<file path="config.mk">
export PLATFORM = sky130hd
export DESIGN_NAME = wb_arbiter
export DESIGN_NICKNAME = d
export VERILOG_FILES = /design/src/rtl/wb_arbiter.sv
export SDC_FILE = /design/constraint.sdc
export NUM_CORES = 1
export LEC_CHECK = 0
export CORE_MARGIN = 8
export CORE_UTILIZATION = 50
export DETAILED_ROUTE_END_ITERATION = 8
export MAX_ROUTING_LAYER = met4
export PLACE_DENSITY = 0.79
export SETUP_SLACK_MARGIN = 0.2
export SLEW_MARGIN = 0
export SYNTH_ARGS = -nofsm -noshare
export SYNTH_HDL_FRONTEND = slang
export SYNTH_SLANG_ARGS = --single-unit
</file>
<file path="constraint.sdc">
create_clock -name clk -period 3.8 [get_ports clk]
set_input_delay 0.57 -clock clk [delete_from_list [all_inputs] [get_ports clk]]
set_output_delay 0.57 -clock clk [all_outputs]
set_load 0.02 [all_outputs]
</file>
<file path="src/rtl/wb_arbiter.sv">
// Writeback arbiter: merges ALU results and a FIFO of load returns onto one register-file write port,
// with a starvation guard for loads and a pending-load scoreboard for hazard queries.
module wb_arbiter #(
  parameter int XLEN  = 32,
  parameter int DEPTH = 4
) (
  input  logic                     clk,
  input  logic                     rstn,
  input  logic                     alu_valid,
  output logic                     alu_ready,
  input  logic [4:0]               alu_rd,
  input  logic [XLEN-1:0]          alu_data,
  input  logic                     mem_valid,
  output logic                     mem_ready,
  input  logic [4:0]               mem_rd,
  input  logic [XLEN-1:0]          mem_data,
  input  logic                     issue_valid,
  input  logic [4:0]               issue_rd,
  input  logic [4:0]               addr_1,
  input  logic [4:0]               addr_2,
  output logic                     busy_1,
  output logic                     busy_2,
  output logic [4:0]               addr_3,
  output logic                     write_enable_3,
  output logic [XLEN-1:0]          write_data_3,
  output logic [$clog2(DEPTH):0]   fifo_count
);
  localparam int AW = $clog2(DEPTH);
  localparam logic [AW:0] FULL_CNT = (AW+1)'(DEPTH);

  typedef enum logic {ALU_PRI, MEM_PRI} state_t;

  state_t          state_q, state_d;
  logic [1:0]      starve_q, starve_d;
  logic [4:0]      fifo_rd_q   [DEPTH];
  logic [XLEN-1:0] fifo_data_q [DEPTH];
  logic [AW-1:0]   wptr_q, rptr_q;
  logic [AW:0]     count_q, count_d;
  logic [31:0]     busy_q, busy_d;
  logic            wr_en_q, wr_en_d;
  logic [4:0]      wr_addr_q, wr_addr_d;
  logic [XLEN-1:0] wr_data_q, wr_data_d;
  logic            fifo_empty, push, pop, alu_win;
  logic [4:0]      head_rd;
  logic [XLEN-1:0] head_data;

  assign fifo_empty = (count_q == '0);
  // Full blocks a push even when the head pops in the same cycle.
  assign mem_ready  = (count_q < FULL_CNT);
  assign push       = mem_valid && mem_ready;
  assign head_rd    = fifo_rd_q[rptr_q];
  assign head_data  = fifo_data_q[rptr_q];

  always_comb begin
    state_d   = ALU_PRI;
    starve_d  = '0;
    alu_ready = 1'b1;
    alu_win   = 1'b0;
    pop       = 1'b0;
    case (state_q)
      ALU_PRI: begin
        alu_win = alu_valid;
        pop     = !alu_valid && !fifo_empty;
        // Third consecutive cycle of the ALU beating a waiting load forces one load through.
        if (alu_valid && !fifo_empty) begin
          if (starve_q == 2'd2) state_d = MEM_PRI;
          else                  starve_d = starve_q + 2'd1;
        end
      end
      MEM_PRI: begin
        alu_ready = 1'b0;
        pop       = !fifo_empty;
      end
      default: ;
    endcase
  end

  always_comb begin
    wr_en_d   = 1'b0;
    wr_addr_d = wr_addr_q;
    wr_data_d = wr_data_q;
    if (alu_win) begin
      wr_en_d   = (alu_rd != 5'd0);
      wr_addr_d = alu_rd;
      wr_data_d = alu_data;
    end else if (pop) begin
      wr_en_d   = (head_rd != 5'd0);
      wr_addr_d = head_rd;
      wr_data_d = head_data;
    end
  end

  always_comb begin
    count_d = count_q;
    case ({push, pop})
      2'b10:   count_d = count_q + (AW+1)'(1);
      2'b01:   count_d = count_q - (AW+1)'(1);
      default: count_d = count_q;
    endcase
    busy_d = busy_q;
    if (pop) busy_d[head_rd] = 1'b0;
    if (issue_valid && issue_rd != 5'd0) busy_d[issue_rd] = 1'b1;
  end

  always_ff @(posedge clk or negedge rstn) begin
    if (!rstn) begin
      state_q   <= ALU_PRI;
      starve_q  <= '0;
      wptr_q    <= '0;
      rptr_q    <= '0;
      count_q   <= '0;
      busy_q    <= '0;
      wr_en_q   <= 1'b0;
      wr_addr_q <= '0;
      wr_data_q <= '0;
    end else begin
      state_q   <= state_d;
      starve_q  <= starve_d;
      count_q   <= count_d;
      busy_q    <= busy_d;
      wr_en_q   <= wr_en_d;
      wr_addr_q <= wr_addr_d;
      wr_data_q <= wr_data_d;
      if (push) wptr_q <= wptr_q + AW'(1);
      if (pop)  rptr_q <= rptr_q + AW'(1);
    end
  end

  // Storage needs no reset: occupancy is tracked by the pointers and count.
  always_ff @(posedge clk) begin
    if (push) begin
      fifo_rd_q[wptr_q]   <= mem_rd;
      fifo_data_q[wptr_q] <= mem_data;
    end
  end

  assign busy_1         = (addr_1 != 5'd0) && busy_q[addr_1];
  assign busy_2         = (addr_2 != 5'd0) && busy_q[addr_2];
  assign addr_3         = wr_addr_q;
  assign write_enable_3 = wr_en_q;
  assign write_data_3   = wr_data_q;
  assign fifo_count     = count_q;
endmodule

</file>
# Yosys cells after proc, flatten, opt, wreduce, memory -nomap -nowiden
# Memory sizes are Yosys's and may differ from the RTL's.
# Index checks and enable logic that the tools add are counted.
[word_totals]
wordCells = 76
mem_count = 2
ram_bits = 148
register_bits = 80
input_bits = 94
[mem_list]
columns = ["memory", "depth", "word_bits", "read_ports", "rd_clocked_by_memory_dff", "wr", "line_no", "source"]
rows = [
  ["fifo_data_q", 4, 32, 1, 0, 1, "36", "logic [XLEN-1:0] fifo_data_q [DEPTH];"],
  ["fifo_rd_q", 4, 5, 1, 0, 1, "35", "logic [4:0] fifo_rd_q [DEPTH];"],
]
[classes]
reduce_logical = 18
order_cmp = 7
add_sub_neg = 5
mux = 28
n_eq_ne = 3
bitwise_logic = 4
[op_table]
columns = ["cell", "n"]
rows = [
  ["$mux 32", 4],
  ["$and 32x32->32", 1],
  ["$not 32->32", 1],
  ["$or 32x32->32", 1],
  ["$reduce_bool 5->1", 5],
  ["$lt 5x6->1 const B", 4],
  ["$mux 1", 13],
  ["$bmux 1 s5", 2],
  ["$demux 1 s5", 2],
  ["$ge 5x1->1 const B", 2],
  ["$mux 5", 2],
  ["$logic_and 1x1->1", 8],
  ["$add 2x1->2 const B", 3],
  ["$mux 2", 3],
  ["$pmux 3 s2", 1],
  ["$eq 2x2->1 const B", 2],
  ["$reduce_bool 2->1", 2],
  ["$add 3x1->3 const B", 1],
  ["$logic_not 3->1", 1],
  ["$lt 3x3->1 const B", 1],
  ["$sub 3x1->3 const B", 1],
  ["$eq 2x1->1 const B", 1],
  ["$logic_not 1->1", 2],
  ["$pmux 1 s2", 1],
  ["$not 1->1", 1],
]

# Longest topological paths before layout
# An unclocked memory read counts as a cell.
[depth]
ltp_word = 10
depth_mapped = 9
depth_no_buf = 8

# Least setup slack after synthesis
# OpenSTA, ideal clock, no wires.
[synth_timing]
path_kind = "input-to-output"
from = "input addr_1[0]"
to = "output busy_1"
path_slack_ps = 1068
t_arrival_ps = 2162
required_time_ps = 3230
n_path_buf = 1
cell_stages = 5
cell_sequence = "clkbuf_1 > mux4_2 > mux2i_1 > nor3b_1 > or4_1"
[synth_between]
elab_chain_len = 3
[synth_lines]
columns = ["element", "line_no", "source"]
rows = [
  ["start, declared", "19", "input logic [4:0] addr_1,"],
  ["$bmux 1 s5", "137", "assign busy_1 = (addr_1 != 5'd0) && busy_q[addr_1];"],
  ["$mux 1 (implied by the code)", "137", ""],
  ["$logic_and 1x1->1 *", "137", ""],
  ["end, declared", "21", "output logic busy_1,"],
]
# Every way passes the cells marked *; elsewhere a longest branch is shown, timed or not. The select of a mux whose other input is x is not followed.

# Worst setup path after layout
[layout_timing]
from = "input addr_2[2]"
to = "output busy_2"
[layout_between]
elab_chain_len = 3
[layout_lines]
columns = ["element", "line_no", "source"]
rows = [
  ["start, declared", "20", "input logic [4:0] addr_2,"],
  ["$bmux 1 s5", "138", "assign busy_2 = (addr_2 != 5'd0) && busy_q[addr_2];"],
  ["$mux 1 (implied by the code)", "138", ""],
  ["$logic_and 1x1->1 *", "138", ""],
  ["end, declared", "22", "output logic busy_2,"],
]
# Marks and branches as above.

==> PnR_summary.wiki <==
{| class="wikitable"
! Metric !! Value
|-
| Clock network power share || 0.256
|-
| Total routed wirelength || 22800 um
|-
| Power spent charging and discharging nets || 2860 uW
|-
| Combinational share of power || 0.325
|-
| Area occupied by multi-input gates || 2840 um2
|-
| Synth Net Count || 753
|-
| Placement row count || 50
|-
| Worst slew pin tran || 1.07 ns
|-
| Power density normalized to cell area || 749 nW/um2
|-
| End of the worst register-to-register path || busy_q[8]
|-
| Initial antenna violation count || 0
|-
| Number of clock sinks || 227
|-
| Worst path most repeated cell || clkdlybuf4s50_1
|-
| Netlist area before placement || 9420 um2
|-
| Chip height || 153 um
|-
| Final critical-path required period || 3.31 ns
|-
| Worst IR drop on VDD || 0.000474 V
|-
| Required time of the worst setup path || 3.23 ns
|-
| CP startpoint kind || primary input
|-
| Proportion of power drawn by flip-flops and latches || 0.419
|-
| Sum of internal, switching and leakage power || 8870 uW
|-
| Number of instances in the synthesized netlist || 653
|-
| Pin count of the biggest net entering global routing || 80
|-
| Kind of critical path || in2out
|-
| Power Internal || 6000 uW
|-
| H-tree depth reported by CTS || 1
|-
| GR Layer Usage met2 || 0.319
|-
| Final Hold Viols || 0
|-
| Mapped Avg Cell Area || 14.4 um2
|-
| Post-route antenna net violation count || 0
|-
| Fraction of post-synthesis cell area in the top cell type by area || 0.472
|-
| Data arrival, critical path || 2.74 ns
|-
| Sequence of cells on the critical path || clkdlybuf4s50_1 -> mux4_2 -> mux2_1 -> nand3b_1 -> nand4_1 -> clkdlybuf4s50_1
|-
| Run status || complete, no violations
|-
| Via density per instance || 5.85
|-
| Clock tree from TritonCTS || yes
|-
| Kind of capture point of the worst setup path || output port
|-
| Main area contributors after synthesis || edfxtp_1 (47%), dfrtp_1 (21%), mux4_2 (12%)
|-
| Wire length of the first global-routing pass || 35800 um
|-
| Cell type with the highest aggregate area in the netlist || edfxtp_1
|-
| Core region area || 18600 um2
|-
| Highest clock frequency the design can meet || 0.302 GHz
|-
| Area of all placed cells without fillers || 11800 um2
|-
| Busiest layer in global routing || met2
|-
| Number of distinct library cells after synthesis || 38
|-
| Area growth from synthesis to layout || 25.7%
|-
| Number of register bits inferred by synthesis || 227
|-
| Yosys warnings || 0
|-
| GR Util met1 || 0.245
|-
| R2R setup slack || 1.24 ns
|-
| Net Sw Frac || 0.323
|-
| Final GP Congestion || 0.906
|-
| Post-DP HPWL || 15200 um
|-
| Max-slew violation total from the final report || 0
|-
| Total number of vias || 6117
|-
| Postcts setup bufs || 0
|-
| Remaining routing DRC violations || 0
|-
| Crit path from || addr_2[2]
|-
| Part of the cycle the worst path needs || 0.872
|-
| Largest stage delay, worst path || 0.61 ns
|-
| Origin of the critical flop-to-flop path || rptr_q[0]
|-
| Largest clock skew in the final design || 0.00882 ns
|-
| Final TNS setup || 0 ns
|-
| Clock transition time at the flip-flop clock pins of the worst setup and hold paths || 0.06 ns
|-
| Initial standard-cell utilization of the core || 0.507
|-
| Global route overflow || 0
|-
| 1st-iter DRT viols || 572
|-
| Total setup violations reported at the end of the flow || 0
|-
| CTS Root Cell || clkbuf_16
|-
| I/O Buffers || 138
|-
| Die extent in x || 153 um
|-
| Unrepaired setup endpoints after global routing || false
|-
| Relative slew slack || 0.287
|-
| Maximum fanout along the worst path || 4
|-
| Number of hold buffers added after cts || 0
|-
| Hold WS || 0.254 ns
|-
| Class of the tightest hold or removal check || in2async
|-
| Share of cells above drive strength 1 || 0.133
|-
| Seq. cell area || 6420 um2
|-
| Max-cap violation count || 0
|-
| Via count of the first global-routing pass || 6440
|-
| Met3 demand-to-capacity share in global routing || 0.0465
|-
| Static power due to leakage || 0.00435 uW
|-
| Critical path capture point || busy_2
|-
| Number of cells traversed by the worst register-to-register path || 4
|-
| Number of nets at the end of the flow || 896
|-
| Number of buffers inserted during clock tree synthesis || 23
|-
| Placed standard-cell area || 11100 um2
|-
| Total I/O pin count || 139
|-
| Wirelength per Cell || 21.8 um
|-
| Maximum count of clock buffers along a single path || 3
|-
| Portion of the post-synthesis area used by sequential elements || 0.682
|-
| Filler cell count || 1298
|-
| Insertion delay of the later-clocked pin in the worst-skew pair || 0.50 ns
|-
| Number of iterations in the first detailed-routing pass || 5
|-
| Overall die area || 23500 um2
|-
| Antenna diodes || 0
|-
| Slowest stage cell, crit path || clkdlybuf4s50_1
|-
| All-layer global routing usage || 0.199
|}
## sequential cells by signal, indices dropped and copies added (netlist names)
register and flops:
addr_3 5, busy_q 31, fifo_count 3, fifo_data_q 128, fifo_rd_q 20, rptr_q 2, starve_q 2, state_q 1
wptr_q 2, write_data_3 32, write_enable_3 1
## routing by layer
layer  wire length (um)  vias to the layer above
met4                682                        0
met1               9440                     3078
met3               1670                       54
met5                  0                        -
li1                   -                     2712
met2              11000                      273
## how the worst min path moves through the flow
| stage | startpoint | to | slack (ns) |
|---|---|---|---|
| 4_1_cts | rstn | addr_3[4] | 0.31 |
| 3_3_place_gp | starve_q[1] | starve_q[1] | 0.44 |
| 6_report | rstn | busy_q[17] | 0.25 |
| 3_5_place_dp | starve_q[0] | state_q | 0.45 |
| 2_1_floorplan | rstn | addr_3[0] | 0.27 |
| 5_1_grt | rstn | busy_q[17] | 0.33 |
## synthesized netlist by cell type
master	instances
dfrtp_1	79
nor4_1	1
mux2_2	1
nor3_1	4
fa_1	1
or4_1	3
nor2b_1	4
or3b_1	3
ha_1	5
buf_2	5
edfxtp_1	148
or3_1	1
or3_4	1
buf_1	4
o31ai_1	1
mux2i_1	7
nor3b_1	2
nand2_1	144
nor2_1	48
nand4_1	2
o211ai_1	1
xor2_1	2
buf_4	1
xnor2_1	4
and2_1	5
clkbuf_1	26
inv_1	8
nor4b_1	2
nand3_1	2
mux4_2	51
nand3b_1	5
o21ai_1	31
mux2_1	2
o21ai_0	3
nand4b_1	2
a31oi_1	37
a21oi_1	2
nand2b_1	5
## kinds of logic after synthesis
| family | count (synthesis) | synth area share |
|---|---|---|
| AO/OA/AOI/OAI | 75 | 0.0453 |
| XOR/XNOR | 6 | 0.00558 |
| adder cells (fa/ha/maj) | 6 | 0.00877 |
| buffers and inverters | 44 | 0.0186 |
| flip-flops | 227 | 0.682 |
| multiplexers | 61 | 0.133 |
| AND/OR/NAND/NOR | 234 | 0.107 |
## worst max-delay path, delay by kind of cell
kind,cells,cell delay [ns]
buffers and inverters,2,1.17
muxes,2,0.84
and+or+nand+nor,2,0.17
## stage by stage
stage	util	setup slack (ns)	std cells
5_1_grt	0.637	0.401	1046
6_report	0.637	0.488	1046
3_5_place_dp	0.596	0.118	1005
2_1_floorplan	-	1.07	653
3_3_place_gp	0.596	0.197	1005
4_1_cts	0.637	0.249	1046
## repair_timing
| action | 4_1_cts | 5_1_grt |
|---|---|---|
| resized for setup | 1 | 2 |
| pin swaps | 0 | 0 |
| endpoints found under the setup margin | 1 | 2 |
## power groups by stage
| stage | combinational (uW) | clock, uW | sequential, uW |
|---|---|---|---|
| final | 2880 | 2270 | 3710 |
| after global routing | 3120 | 2410 | 3780 |
| after CTS | 2910 | 2310 | 3710 |
| after detailed placement | 2880 | 0 | 3750 |
| after global placement | 2810 | 0 | 3710 |
| after floorplan | 1690 | 0 | 3760 |
## placed cells by master, fill, tap and decap left out, types with 2 or more instances in the layout
cell type / instances
mux4_2: 51
nand2_1: 144
mux2i_1: 7
o21ai_0: 3
clkbuf_16: 23
nand4_1: 2
clkinv_1: 5
nor2b_1: 4
nand4b_1: 2
or4_1: 3
and2_2: 4
clkinv_2: 2
buf_4: 17
nand2b_1: 4
xnor2_1: 4
nand3b_1: 5
dfrtp_2: 2
inv_1: 8
or3b_1: 3
clkdlybuf4s50_1: 134
mux2_1: 2
clkbuf_1: 6
bufinv_16: 4
dlymetal6s2s_1: 2
nor4b_1: 2
edfxtp_1: 148
ha_1: 5
nor3b_1: 2
xor2_1: 2
a31oi_1: 37
nand3_1: 2
o21ai_1: 31
a21oi_1: 2
dfrtp_1: 77
nor2_1: 48
nor3_1: 3
## cell type report
type                       count  area share
clock buffer                  29      0.0505
timing repair buffer         154       0.127
tap                          234      0.0247
sequential                   227       0.542
clock inverter                12      0.0132
inverter                       8     0.00254
multi-input combinational    382       0.240
Power figures use the tool's default switching activity.
